--- config.mk ---
export PLATFORM = sky130hd
export DESIGN_NAME = nibble_serial_subtractor
export DESIGN_NICKNAME = d
export VERILOG_FILES = /design/src/rtl/nibble_serial_subtractor.sv
export SDC_FILE = /design/constraint.sdc
export NUM_CORES = 1
export LEC_CHECK = 0
export BUFFER_PORTS_ARGS = -buffer_cell sky130_fd_sc_hd__buf_2
export CAP_MARGIN = 20
export CORE_UTILIZATION = 58
export CTS_BUF_LIST = sky130_fd_sc_hd__clkbuf_16
export DETAILED_ROUTE_END_ITERATION = 8
export PLACE_DENSITY_LB_ADDON = 0.08
export RECOVER_POWER = 25
export SLEW_MARGIN = 10
export SYNTH_ARGS = -nofsm -noshare
export SYNTH_HDL_FRONTEND = slang
export SYNTH_SLANG_ARGS = --single-unit
--- constraint.sdc ---
create_clock -name Clk -period 3.6 [get_ports Clk]
set_input_delay 0.72 -clock Clk [delete_from_list [all_inputs] [get_ports Clk]]
set_output_delay 0.72 -clock Clk [all_outputs]
set_load 0.1 [all_outputs]
--- src/rtl/nibble_serial_subtractor.sv ---
// Purpose: WIDTH-bit serial subtractor, Diff = A - B, one nibble per clock (LSB first) via a 4-bit CLA slice on A and ~B.
// Latency: Start accepted at E0 -> Done pulses in the cycle after E_NIBBLES; next Start accepted at E_NIBBLES+2.
// Backpressure: Start is honoured only while Ready=1; Start in BUSY/DONE is ignored.
//
// Ports:
//   Clk, Reset          clock and synchronous active-high reset
//   Start, A, B         request and operands (captured on the accepting edge)
//   Ready               high only in IDLE (state decode)
//   Done                one-cycle completion pulse (state decode)
//   Diff, Bout, Ovf, Zero  registered result and flags, updated only on completion or reset
module nibble_serial_subtractor #(
    parameter int WIDTH = 16
) (
    input  logic             Clk,
    input  logic             Reset,
    input  logic             Start,
    input  logic [WIDTH-1:0] A,
    input  logic [WIDTH-1:0] B,
    output logic             Ready,
    output logic             Done,
    output logic [WIDTH-1:0] Diff,
    output logic             Bout,
    output logic             Ovf,
    output logic             Zero
);

    localparam int NIBBLES = WIDTH / 4;
    localparam int CW      = (NIBBLES > 1) ? $clog2(NIBBLES) : 1;

    typedef enum logic [1:0] {
        IDLE = 2'd0,
        BUSY = 2'd1,
        DONE = 2'd2
    } state_t;

    state_t           state, state_nxt;
    logic [CW-1:0]    cnt;
    logic             carry;
    logic [WIDTH-1:0] a_sh;
    logic [WIDTH-1:0] nb_sh;     // holds ~B so the slice is a plain adder
    logic [WIDTH-1:0] res_sh;
    logic             a_msb;
    logic             b_msb;

    // 4-bit carry-lookahead slice on the current low nibbles
    logic [3:0]       g, p, s;
    logic [4:0]       c;
    logic             last;
    logic [WIDTH+3:0] res_cat;
    logic [WIDTH-1:0] res_nxt;

    always_comb begin
        g    = a_sh[3:0] & nb_sh[3:0];
        p    = a_sh[3:0] ^ nb_sh[3:0];
        c[0] = carry;
        c[1] = g[0] | (p[0] & c[0]);
        c[2] = g[1] | (p[1] & g[0]) | (p[1] & p[0] & c[0]);
        c[3] = g[2] | (p[2] & g[1]) | (p[2] & p[1] & g[0]) | (p[2] & p[1] & p[0] & c[0]);
        c[4] = g[3] | (p[3] & g[2]) | (p[3] & p[2] & g[1]) | (p[3] & p[2] & p[1] & g[0])
             | (p[3] & p[2] & p[1] & p[0] & c[0]);
        s    = p ^ c[3:0];
    end

    // New nibble enters at the top; after NIBBLES shifts the word is complete and aligned.
    assign res_cat = {s, res_sh};
    assign res_nxt = res_cat[WIDTH+3:4];
    assign last    = (cnt == CW'(NIBBLES - 1));

    assign Ready = (state == IDLE);
    assign Done  = (state == DONE);

    always_ff @(posedge Clk) begin
        if (Reset) begin
            state <= IDLE;
        end else begin
            state <= state_nxt;
        end
    end

    always_comb begin
        state_nxt = state;
        case (state)
            IDLE:    if (Start) state_nxt = BUSY;
            BUSY:    if (last)  state_nxt = DONE;
            DONE:    state_nxt = IDLE;
            default: state_nxt = IDLE;
        endcase
    end

    always_ff @(posedge Clk) begin
        if (Reset) begin
            cnt    <= '0;
            carry  <= 1'b0;
            a_sh   <= '0;
            nb_sh  <= '0;
            res_sh <= '0;
            a_msb  <= 1'b0;
            b_msb  <= 1'b0;
            Diff   <= '0;
            Bout   <= 1'b0;
            Ovf    <= 1'b0;
            Zero   <= 1'b0;
        end else begin
            case (state)
                IDLE: begin
                    if (Start) begin
                        a_sh  <= A;
                        nb_sh <= ~B;
                        a_msb <= A[WIDTH-1];
                        b_msb <= B[WIDTH-1];
                        carry <= 1'b1;   // +1 completes the two's complement of B
                        cnt   <= '0;
                    end
                end
                BUSY: begin
                    a_sh   <= a_sh >> 4;
                    nb_sh  <= nb_sh >> 4;
                    res_sh <= res_nxt;
                    carry  <= c[4];
                    cnt    <= cnt + 1'b1;
                    if (last) begin
                        Diff <= res_nxt;
                        Bout <= ~c[4];
                        Ovf  <= (a_msb != b_msb) && (res_nxt[WIDTH-1] != a_msb);
                        Zero <= (res_nxt == '0);
                    end
                end
                default: ;
            endcase
        end
    end

endmodule

== Yosys cells after proc, flatten, opt, wreduce, memory -nomap -nowiden ==
Cells that the tools add are included.

* Bits in registers: 74
* Input port bits: 35
* Output and inout port bits: 21
* Logic and storage cells: 70

* Add/subtract/negate cells: 1
* Equal/unequal tests: 7
* Bitwise operators: 31
* Multiplexer cells: 11
* Reduce and logical (&&, ||, !) cells: 8

{| class="wikitable"
|+ Operators with widths
! operator !! count
|-
| 16-bit case mux with 2 select lines || 2
|-
| 16-bit two-way mux || 2
|-
| 1-bit AND || 16
|-
| 16-bit zero test || 1
|-
| 16-bit NOT || 1
|-
| 1-bit bitwise OR || 10
|-
| 2-bit case mux with 2 select lines || 2
|-
| 2-bit AND reduction || 4
|-
| 4-bit XOR || 2
|-
| 2-bit two-way mux || 3
|-
| 4-bit AND || 1
|-
| 2-bit == test, second input constant || 2
|-
| 2-bit != test, second input constant || 2
|-
| 2-bit by 1-bit adder with 2-bit output, second input constant || 1
|-
| 2-bit by 1-bit == test with 1-bit output, second input constant || 1
|-
| 2-bit zero test || 1
|-
| 1-bit != test || 2
|-
| 1-bit case mux with 2 select lines || 1
|-
| 2-bit nonzero test || 1
|-
| 1-bit logical AND || 1
|-
| 1-bit two-way mux || 1
|-
| 1-bit NOT || 1
|}

== Depth between registers and ports, before layout ==
* Word-level depth: 8
* Depth in mapped cells: 6
* Mapped depth without buffers: 6

== Least setup slack after synthesis ==
Ideal clock, no wire load.

* Path type: flip-flop to flip-flop
* From: register state[1]
* To: register carry
* Arrival: 2.437 ns
* Buffers on the path: 1
* Clock period less this slack: 2.528 ns
* Required time: 3.509 ns
* Setup time: 0.091 ns
* Stages on the path, launching flop included: 5
* Path slack: 1.072 ns
* Cells stage by stage: dfxtp_1 nor2_1 nand2_1 clkbuf_1 a311oi_1

* Word-level cells in the longest chain between the ends: 3
* Elaborated cells on any way between the ends: 6
* Those cells by class: eq/ne: 2; mux: 1; reduce/logical: 3

{| class="wikitable"
|+ RTL lines
! element !! RTL line !! source
|-
| start, declared || 36 || <nowiki>state_t state, state_nxt;</nowiki>
|-
| start signal, assigned || 76 || <nowiki>state <= state_nxt;</nowiki>
|-
| 2-bit zero test * || n/a ||
|-
| via Ready || 19 || <nowiki>output logic Ready,</nowiki>
|-
| 2-bit != test (no source line) or 2-bit nonzero test (tied branches) || n/a ||
|-
| 2-bit AND reduction (no source line) || n/a ||
|-
| end signal, assigned || 119 || <nowiki>carry <= c[4];</nowiki>
|-
| end, declared || 38 || <nowiki>logic carry;</nowiki>
|}

The timed path passes the listed nets; every way through them passes the cells marked *.
A chain may end at the register's enable or synchronous reset.

== Worst setup path after layout ==
* From: register cnt[0]
* To: register Zero

* Word-level cells in the longest chain between the ends: 2

{| class="wikitable"
|+ RTL lines
! element !! RTL line !! source
|-
| start, declared || 37 || <nowiki>logic [CW-1:0] cnt;</nowiki>
|-
| start signal, assigned || 120 || <nowiki>cnt <= cnt + 1'b1;</nowiki>
|-
| 2-bit == test || 67 || <nowiki>assign last = (cnt == CW'(NIBBLES - 1));</nowiki>
|-
| 2-bit AND reduction (no source line) || n/a ||
|-
| end signal, assigned || 125 || <nowiki>Zero <= (res_nxt == '0);</nowiki>
|-
| end, declared || 24 || <nowiki>output logic Zero</nowiki>
|}

Every way passes these cells.

==> flow_metrics.tcl <==
set metrics [dict create \
    status "finished, final reports clean" \
    max-cap-violations 0 \
    cts_setup_buffers 0 \
    initial_utilization 0.606 \
    yosys.cell_types.count 33 \
    internal-power_mw 1.35 \
    syn2layout_area_growth_pct 18.9 \
    grt_usage 0.255 \
    grt_max_degree 68 \
    hold_viol_final 0 \
    pwr_density_cell_mw_per_mm2 527 \
    fin_tns_setup_ps 0 \
    ys_warn_count 0 \
    clock-sinks 70 \
    drt_wl_total_mm 6.27 \
    gp_congestion 0.779 \
    drv_slew 0 \
    final_core_util 0.720 \
    seqPwrFrac 0.469 \
    cts_tree "built" \
    reg2reg_depth 6 \
    drtPass1Iterations 4 \
    whs_ps 447 \
    postRouteAntennaNets 0 \
    dpl.hpwl_mm 3.96 \
    dieHeight_um 72.5 \
    wl_per_cell_um 13.2 \
    synth_cells 361 \
    slew_headroom 0.160 \
    via_count 2626 \
    layout_common_cells "nand2_1, dfxtp_1, buf_2" \
    htree_levels 3 \
    cts_root_buffer "clkbuf_16" \
    die_area_mm2 0.00525 \
    ys_async_sr_fraction 0 \
    final_cell_count_no_fill 476 \
    power_leakage_nw 1.39 \
    portBuffers 55 \
    yosysSeqAreaShare 0.487 \
    dp.cells 460 \
    period_share 0.625 \
    synth_area_per_cell_um2 7.98 \
    sw_frac_of_total 0.253 \
    p_comb_frac 0.114 \
    period_needed_ps 2250 \
    required_ps 3870 \
    path_max_fanout 21 \
    p_total_mw 1.80 \
    layout_commonest_cell "nand2_1" \
    die_w_um 72.5 \
    holdBufCountCts 0 \
    drive_above_1_share 0.178 \
    drtIter0Drc 144 \
    synth_edf_count 0 \
    post_cts_resized 0 \
    synth-seq-cells 70 \
    viasPerCell 5.52 \
    setup_viol 0 \
    antenna_cells 0 \
    rsz0062_at_grt "no" \
    grt.overflow.total 0 \
    syn_nets 402 \
    clkTransAtPathRegs_ps 50 \
    peakVddDrop_uv 356 \
    path_class "reg -> reg" \
    crit_arrival_ps 2520 \
    fmax_ghz 0.445 \
    nets 445 \
    fp-row-count 25 \
    antenna_found_initial 0 \
    hold_path_class "reg -> reg" \
    grt_pass1_wl_mm 10.3 \
    boundaryPins 56 \
    clock_path_buffers 2 \
    cts_buffers 9 \
    grt_pass1_vias 2369 \
    insertion_delay_ps 320 \
    drcViolationCount 0 \
    startpoint_type "register" \
    core_mm2 0.00475 \
    hold_depth 2 \
    setup.worst_path.end_class "register" \
    fin_skew_ps 5.34 \
    syn_area_mm2 0.00288 \
    synth_ff_type "dfxtp_1" \
    reg2reg_slack_ps 1350 \
    p_switching_mw 0.457 \
    p_clk_frac 0.417 \
    worstMarginPinSlew_ps 1260 \
]
-- worst paths after layout --
| check | end | startpoint |
|---|---|---|
| max | Zero | cnt[0] |
| min | Diff[0] | Diff[0] |
| min reg2reg | Diff[0] | Diff[0] |
| max reg2reg | Zero | cnt[0] |
-- stage by stage --
| step | area (um2) | worst slack (ps) |
|---|---|---|
| final | 3420 | 1350 |
| after global routing | 3420 | 1210 |
| after CTS | 3430 | 1530 |
| after detailed placement | 3180 | 1540 |
| after global placement | 3180 | 1600 |
| after floorplan | 2880 | 1070 |
-- layer usage --
metal  global-route usage  up-vias  part of all wire
li1                     -     1330                 -
met1                0.291     1226              0.45
met2                0.457       60              0.51
met3               0.0681       10             0.032
met4               0.0915        0             0.013
met5                    0        -                 0
-- synth_stat cells, types with 3 or more instances --
cell      count  area [um2]
a21oi_1      51         255
a311oi_1     13         114
buf_1         3        11.3
clkbuf_1     24        90.1
dfxtp_1      70        1400
ha_1          5        62.6
inv_1         5        18.8
nand2_1     110         413
nand2b_1      5        31.3
nand3_1      11        55.1
nand4_1       5        31.3
nor2_1       21        78.8
nor2b_1       3        18.8
o211ai_1     12        90.1
-- sequential cells by signal, indices dropped and copies added, names as in the netlist --
register / count
Diff: 16
a_sh: 16
nb_sh: 16
res_sh: 12
cnt: 2
state: 2
Bout: 1
Ovf: 1
Zero: 1
a_msb: 1
b_msb: 1
carry: 1
-- power by group through the flow --
stage / registers (mW) / clock network [mW] / logic [mW]
floorplan: 0.853 / 0 / 0.157
global placement: 0.861 / 0 / 0.202
detailed placement: 0.862 / 0 / 0.207
CTS: 0.846 / 0.768 / 0.208
global route: 0.850 / 0.797 / 0.230
finish: 0.846 / 0.753 / 0.206
-- critical path, stage by stage, from the launching register on --
cell	delay, ps
dfxtp_1	360
ha_1	200
and3b_1	160
clkbuf_1	680
nand4_1	230
a2111oi_2	380
a32o_2	170
-- cell families after synthesis --
| family | share of synthesized area |
|---|---|
| AND/OR/NAND/NOR | 0.239 |
| flip-flops | 0.487 |
| AO/OA/AOI/OAI | 0.201 |
| buffers and inverters | 0.0417 |
| XOR/XNOR | 0.00304 |
| adder cells (fa/ha/maj) | 0.0287 |
-- final cells by class --
type	instances	area (um2)
clock inverter	7	31.3
timing repair buffer	59	298
fill	410	1330
inverter	5	18.8
multi-input combinational	259	1370
tap	67	83.8
sequential	70	1400
clock buffer	9	225
Power figures use the tool's default switching activity.
